===== src/rtl/uart_line_fifo.sv =====
// Line-buffered byte FIFO between the UART receive and transmit handshakes.
// Bytes are held until a CR/LF commits the line; BS/DEL edit the open line.
module uart_line_fifo #(
  parameter int DEPTH  = 64,
  parameter int ADDR_W = 6
) (
  input  logic              clk,
  input  logic              rst_n,
  input  logic [7:0]        in_data,
  input  logic              in_valid,
  output logic              in_ready,
  output logic [7:0]        out_data,
  output logic              out_valid,
  input  logic              out_ready,
  output logic [ADDR_W:0]   level,
  output logic              line_done,
  output logic              overflow,
  input  logic              clr_ovf
);

  localparam logic [ADDR_W:0] FULL_LVL = (ADDR_W+1)'(DEPTH);

  typedef struct packed {
    logic del;
    logic term;
  } byte_cls_t;

  logic [7:0]      mem [DEPTH];
  logic [ADDR_W:0] wr_ptr, cm_ptr, rd_ptr;
  logic [ADDR_W:0] wr_inc;
  byte_cls_t       cls;
  logic            full, acc, store, erase, commit, rd_en;

  always_comb begin
    cls      = '0;
    cls.del  = (in_data == 8'h08) || (in_data == 8'h7F);
    cls.term = (in_data == 8'h0D) || (in_data == 8'h0A);
  end

  // Status is derived only from registered pointers, so no input reaches an output.
  assign level    = wr_ptr - rd_ptr;
  assign full     = (level == FULL_LVL);
  assign in_ready = !full;

  assign acc    = in_valid && in_ready;
  assign store  = acc && !cls.del;
  assign erase  = acc && cls.del && (wr_ptr != cm_ptr);
  assign wr_inc = wr_ptr + 1'b1;
  // A line that fills the buffer is committed anyway so the buffer can drain.
  assign commit = store && (cls.term || ((wr_inc - rd_ptr) == FULL_LVL));

  assign out_valid = (rd_ptr != cm_ptr);
  assign out_data  = mem[rd_ptr[ADDR_W-1:0]];
  assign rd_en     = out_valid && out_ready;

  always_ff @(posedge clk) begin
    if (store) mem[wr_ptr[ADDR_W-1:0]] <= in_data;
  end

  always_ff @(posedge clk or negedge rst_n) begin
    if (!rst_n) begin
      wr_ptr    <= '0;
      cm_ptr    <= '0;
      rd_ptr    <= '0;
      line_done <= 1'b0;
      overflow  <= 1'b0;
    end else begin
      if (store)      wr_ptr <= wr_inc;
      else if (erase) wr_ptr <= wr_ptr - 1'b1;
      if (commit)     cm_ptr <= wr_inc;
      if (rd_en)      rd_ptr <= rd_ptr + 1'b1;
      line_done <= commit;
      if (in_valid && !in_ready) overflow <= 1'b1;
      else if (clr_ovf)          overflow <= 1'b0;
    end
  end

endmodule


===== config.mk =====
export PLATFORM = sky130hd
export DESIGN_NAME = uart_line_fifo
export DESIGN_NICKNAME = d
export VERILOG_FILES = /design/src/rtl/uart_line_fifo.sv
export SDC_FILE = /design/constraint.sdc
export NUM_CORES = 1
export LEC_CHECK = 0
export ABC_CLOCK_PERIOD_IN_PS = 10400
export BUFFER_PORTS_ARGS = -buffer_cell sky130_fd_sc_hd__buf_4
export CAP_MARGIN = 30
export CORE_ASPECT_RATIO = 0.5
export CORE_MARGIN = 4
export CORE_UTILIZATION = 47
export CTS_BUF_LIST = sky130_fd_sc_hd__clkbuf_8 sky130_fd_sc_hd__clkbuf_16
export DETAILED_ROUTE_END_ITERATION = 16
export PLACE_DENSITY = 0.72
export RECOVER_POWER = 25
export SYNTH_ARGS = -nofsm -noshare
export SYNTH_HDL_FRONTEND = slang
export SYNTH_SLANG_ARGS = --single-unit

===== constraint.sdc =====
create_clock -name clk -period 10.4 [get_ports clk]
set_input_delay 1.04 -clock clk [delete_from_list [all_inputs] [get_ports clk]]
set_output_delay 1.04 -clock clk [all_outputs]
set_load 0.005 [all_outputs]

* Word-level counts from Yosys, hierarchy flattened
Memories as Yosys holds them, arrays and structs flattened. Cells that the tools add are included.
Word-level totals: output and inout bits 19, bits in writable memories 512, input bits 13, memories kept 1, logic and storage cells 39, register bits 23
Operators by class: $add $sub $neg 5, reduce and logical (&&, ||, !) cells 14, equality and inequality tests 8, muxes and demuxes 6
Memory list:
- mem | words 64, width 8, read ports 1, clocked after Yosys merged registers in 0, write ports 1, line 28 | logic [7:0] mem [DEPTH];
Operators by type and width (count):
- == test 8 x 4 -> 1 bit (second input constant) | 3
- adder 7 x 1 -> 7 bit (second input constant) | 2
- == test 7 bit (second input constant) | 2
- two-way mux 7 bit | 2
- != test 7 bit | 2
- subtractor 7 bit | 2
- == test 8 x 7 -> 1 bit (second input constant) | 1
- logical AND 1 bit | 7
- subtractor 7 x 1 -> 7 bit (second input constant) | 1
- two-way mux 1 bit | 4
- nonzero test 2 bit | 2
- logical OR 1 bit | 3
- logical NOT 1 bit | 2

* Logic depth before layout (Yosys ltp)
depth after elaboration 8, depth in mapped cells 12, mapped depth without buffers 11

* Worst setup path before layout
No wires, ideal clock.
kind register to register, start reg rd_ptr[1], end mem mem[44][0] (enable), period minus slack after synthesis 3.631 ns, stages on the path, launching flop included 13, arrival time 3.260 ns, library setup time 0.370 ns, data required time 10.030 ns, slack 6.769 ns, path buffers 3, cell sequence dfrtp_1 > clkbuf_1 > clkbuf_1 > clkbuf_1 > inv_1 > ha_1 > nand2b_1 > a21oi_1 > xor2_1 > nor4_2 > a311oi_1 > nand2_1 > nor2_1
On the way: cells in the longest elaborated chain, start to end 7
RTL lines:
- start, declared | line 29 | logic [ADDR_W:0] wr_ptr, cm_ptr, rd_ptr;
- start signal, assigned | line 71 | if (rd_en) rd_ptr <= rd_ptr + 1'b1;
- subtractor 7 bit | line 41 | assign level = wr_ptr - rd_ptr;
- named net level[3] | line 15 | output logic [ADDR_W:0] level,
- == test 7 bit | line 42 | assign full = (level == FULL_LVL);
- logical NOT 1 bit | line 43 | assign in_ready = !full;
- logical AND 1 bit | line 45 | assign acc = in_valid && in_ready;
- logical AND 1 bit | line 46 | assign store = acc && !cls.del;
- two-way mux 1 bit | line 57 | if (store) mem[wr_ptr[ADDR_W-1:0]] <= in_data;
- two-way mux 1 bit (implied by the code) | line 57
- end, declared | line 28
The timed path passes the listed nets, and every way through them passes these cells.

* Worst setup path in the final report
start in in_data[5], end mem mem[12][5] (enable)
On the way: cells in the longest elaborated chain, start to end 6, elaborated cells between the ends (all ways) 7, classes of those cells eq/ne: 2; mux: 2; reduce/logical: 3
RTL lines:
- start, declared | line 9 | input logic [7:0] in_data,
- == test 8 x 4 -> 1 bit or == test 8 x 7 -> 1 bit (tied branches) | line 36 | cls.del = (in_data == 8'h08) || (in_data == 8'h7F);
- logical OR 1 bit (*) | line 36
- logical NOT 1 bit (*) | line 46
- logical AND 1 bit (*) | line 46
- two-way mux 1 bit (*) | line 57
- two-way mux 1 bit (implied by the code) (*) | line 57
Every way passes the cells marked *; elsewhere a longest branch is shown, timed or not.

==> impl_metrics.env <==
export IMPL_cpMostUsedCell="nand2_1"
export IMPL_cts_tree="built"
export IMPL_first_pass_iters=5
export IMPL_grt_overflow_total=0
export IMPL_yosysSeqAreaShare_pct=73.81
export IMPL_die_w_microns=311.2
export IMPL_drv_cap=7
export IMPL_ctsRootBufferMaster="clkbuf_16"
export IMPL_hold_buffers=0
export IMPL_p_seq_share_pct=39.7
export IMPL_viasPerCell=6.105
export IMPL_die_area_sq_mm=0.04968
export IMPL_skew_ns=0.02155
export IMPL_grt_setup_unrepaired="no"
export IMPL_clkTransAtPathRegs_ns=0.06
export IMPL_fin_crit_ns=6.246
export IMPL_grt_use_total_pct=19.43
export IMPL_die_height_microns=159.6
export IMPL_finalMaxSlewViolations=438
export IMPL_path_max_fanout=66
export IMPL_hold_violations=0
export IMPL_gp_congestion=0.8428
export IMPL_floorplan_initialDensity_pct=47.72
export IMPL_worstPathRequired_ns=10.59
export IMPL_num_rows=55
export IMPL_vias=10440
export IMPL_ir_drop_v=0.0002175
export IMPL_drc_errors=0
export IMPL_crit_slowest_cell="clkbuf_1"
export IMPL_yosysTopAreaCell="edfxtp_1"
export IMPL_critPathLaunchType="input port"
export IMPL_pin_count=32
export IMPL_violations="capacitance limit, slew limit"
export IMPL_grt_start_max_net_pins=91
export IMPL_fin_tns_setup_ns=0
export IMPL_synth_nets=1060
export IMPL_cts_setup_buffers=0
export IMPL_core_sq_mm=0.04528
export IMPL_arrival_ns=6.44
export IMPL_clockBufferDepth=3
export IMPL_routed_wl_mm=47.89
export IMPL_drive_above_1_share_pct=25.36
export IMPL_switchingPower_mw=2.103
export IMPL_drt_iter0_markers=1271
export IMPL_first_global_vias=10704
export IMPL_h_tree_depth=2
export IMPL_netlist_instances=1030
export IMPL_slew_headroom_pct=-113.7
export IMPL_async_reset_ff_share_pct=4.299
export IMPL_path_class="in -> reg"
export IMPL_layout_setup_ws_ns=4.154
export IMPL_place_area_sq_mm=0.02248
export IMPL_stdcell_area_sq_mm=0.02397
export IMPL_status="finished, violations left"
export IMPL_synth_top_family_by_area="multiplexers"
export IMPL_worstSkewPairLatency_ns=0.56
export IMPL_avgSynthCellArea_sq_um=20.98
export IMPL_power_share_clock_pct=26.0
export IMPL_hold_start="overflow$_DFFE_PN0P_"
export IMPL_swShare_pct=31.87
export IMPL_setup_violations=0
export IMPL_ys_seq_elements=535
export IMPL_wl_per_cell_microns=28.00
export IMPL_worstReg2RegStart="wr_ptr[2]$_DFFE_PN0P_"
export IMPL_synth_xor_area_share_pct=1.581
export IMPL_ys_warn_count=0
export IMPL_portBuffers=31
export IMPL_clkSinkCount=535
export IMPL_end_kind="register"
export IMPL_max_stage_delay_ns=2.19
export IMPL_fillers=3369
export IMPL_tightestPinTransition_ns=3.205
export IMPL_antenna_found_initial=1
export IMPL_synth_compound_area_share_pct=1.644
export IMPL_fin_crit_sh_pct=60.06
export IMPL_fin_nets=1105
export IMPL_synth_top_area_share_pct=71.15
export IMPL_power_internal_mw=4.496
export IMPL_synth_main_ff_cell="edfxtp_1"
export IMPL_fmax_ghz=0.1601
export IMPL_p_leak_nw=7.554
export IMPL_power_density_mw_per_mm2=275.3
export IMPL_area_delta_synth_final_pct=10.93
export IMPL_antennaDiodeCount=0
export IMPL_ys_types=54
export IMPL_hold_ws_ns=0.5320
export IMPL_synth_enable_flop_cells=512
export IMPL_yosys_top_cells_area="edfxtp_1, mux4_2, dfrtp_1"
export IMPL_hold_path_class="reg -> reg"
export IMPL_startpoint="in_data[5]"
export IMPL_dp_hpwl_mm=28.85
export IMPL_synth_area_mux_share_pct=17.14
export IMPL_numCtsBuffers=47
export IMPL_grt_pass1_wl_mm=71.83
export IMPL_postRouteAntennaNets=0
export IMPL_synth_simple_gate_area_share_pct=3.376
export IMPL_cts_resized=0
export IMPL_pre_cts_slack_ns=5.559
export IMPL_synth_fa_ha_area_share_pct=1.054
export IMPL_path_cells="clkbuf_1 -> nor4_1 -> a21oi_1 -> nand2_1 -> a311oi_1 -> nand2_1 -> nor2_1"
export IMPL_pwr_share_comb_pct=34.2
export IMPL_syn_area_sq_mm=0.02161
layout make-up:
type / instances / area, sq um / area share (%)
Inverter: 18 / 67.56 / 0.2819
Multi-Input combinational cell: 432 / 5358 / 22.35
Clock inverter: 34 / 259.0 / 1.080
Clock buffer: 52 / 1267 / 5.287
Timing Repair Buffer: 41 / 314.1 / 1.310
Tap cell: 598 / 748.2 / 3.121
Sequential cell: 535 / 15960 / 66.57
synthesized netlist by cell type (all sizes together), types with 8 or more instances:
cell type and count:
mux2 8, clkbuf 20, buf 22, ha 15
o21ai 9, inv 18, xor2 15, nand2 27
nor2 79, xnor2 24, nand3 11, dfrtp 23
mux4 160, a22oi 17, a21oi 9, edfxtp 512
power by group through the flow:
stage | logic (mW) | clock network, mW | registers [mW]
CTS | 2.27 | 1.74 | 2.62
floorplan | 1.57 | 0 | 2.56
global route | 2.40 | 1.84 | 2.64
detailed placement | 2.25 | 0 | 2.66
finish | 2.26 | 1.72 | 2.62
global placement | 2.15 | 0 | 2.71
critical path: cells and delay by family:
kind	cells	cell delay (ns)
compound gates	2	1.32
buf+inv	1	2.19
simple gates	4	1.87
stage by stage:
| step | power (mW) | util, % | instances |
|---|---|---|---|
| floorplan | 4.131 | - | 1030 |
| detailed placement | 4.916 | 49.64 | 1624 |
| finish | 6.599 | 52.94 | 1710 |
| global route | 6.882 | 52.94 | 1710 |
| CTS | 6.632 | 53.01 | 1710 |
| global placement | 4.863 | 49.52 | 1620 |
worst paths after layout:
kind	endpoint	slack (ns)	depth (start not counted)
worst max-delay path	mem[12][5]$_DFFE_PP_	4.15	7
worst min-delay path	overflow$_DFFE_PN0P_	0.53	2
worst max register to register	cm_ptr[5]$_DFFE_PN0P_	5.48	10
worst min register to register	overflow$_DFFE_PN0P_	0.53	2
max in group asynchronous	rd_ptr[1]$_DFFE_PN0P_	8.69	1
min in group asynchronous	cm_ptr[6]$_DFFE_PN0P_	0.76	1
cells by family after synthesis:
logic type | after synthesis
and+or+nand+nor | 156
muxes | 169
AOI/OAI and AO/OA | 51
buffers and inverters | 63
DFF | 535
xor gates and xnor gates | 39
adders and majority gates | 17
placed cells by master, fill, tap and decap left out, types with 9 or more instances in the layout:
| cell | netlist | layout |
|---|---|---|
| nand2_1 | 27 | 27 |
| ha_1 | 15 | 15 |
| clkbuf_16 | 0 | 49 |
| buf_4 | 0 | 28 |
| inv_1 | 17 | 24 |
| a21oi_1 | 9 | 9 |
| edfxtp_1 | 512 | 512 |
| mux4_2 | 160 | 160 |
| nor2_1 | 79 | 79 |
| clkbuf_1 | 17 | 9 |
| xor2_1 | 15 | 15 |
| o21ai_0 | 9 | 9 |
| clkinv_1 | 0 | 11 |
| dfrtp_1 | 23 | 21 |
| xnor2_1 | 24 | 24 |
| nand3_1 | 10 | 10 |
| a22oi_1 | 17 | 17 |
sequential cells by signal (all words and copies together), names as in the netlist:
signal     count
rd_ptr         7
cm_ptr         7
mem          512
wr_ptr         7
line_done      1
overflow       1
metal layers:
metal	vias to the layer above	track usage [%]	routed length [microns]
li1	4348	-	-
met1	5514	27.66	19340
met2	504	30.54	22710
met3	72	4.500	4554
met4	2	5.647	1274
met5	-	0	13
Power figures use the tool's default switching activity.
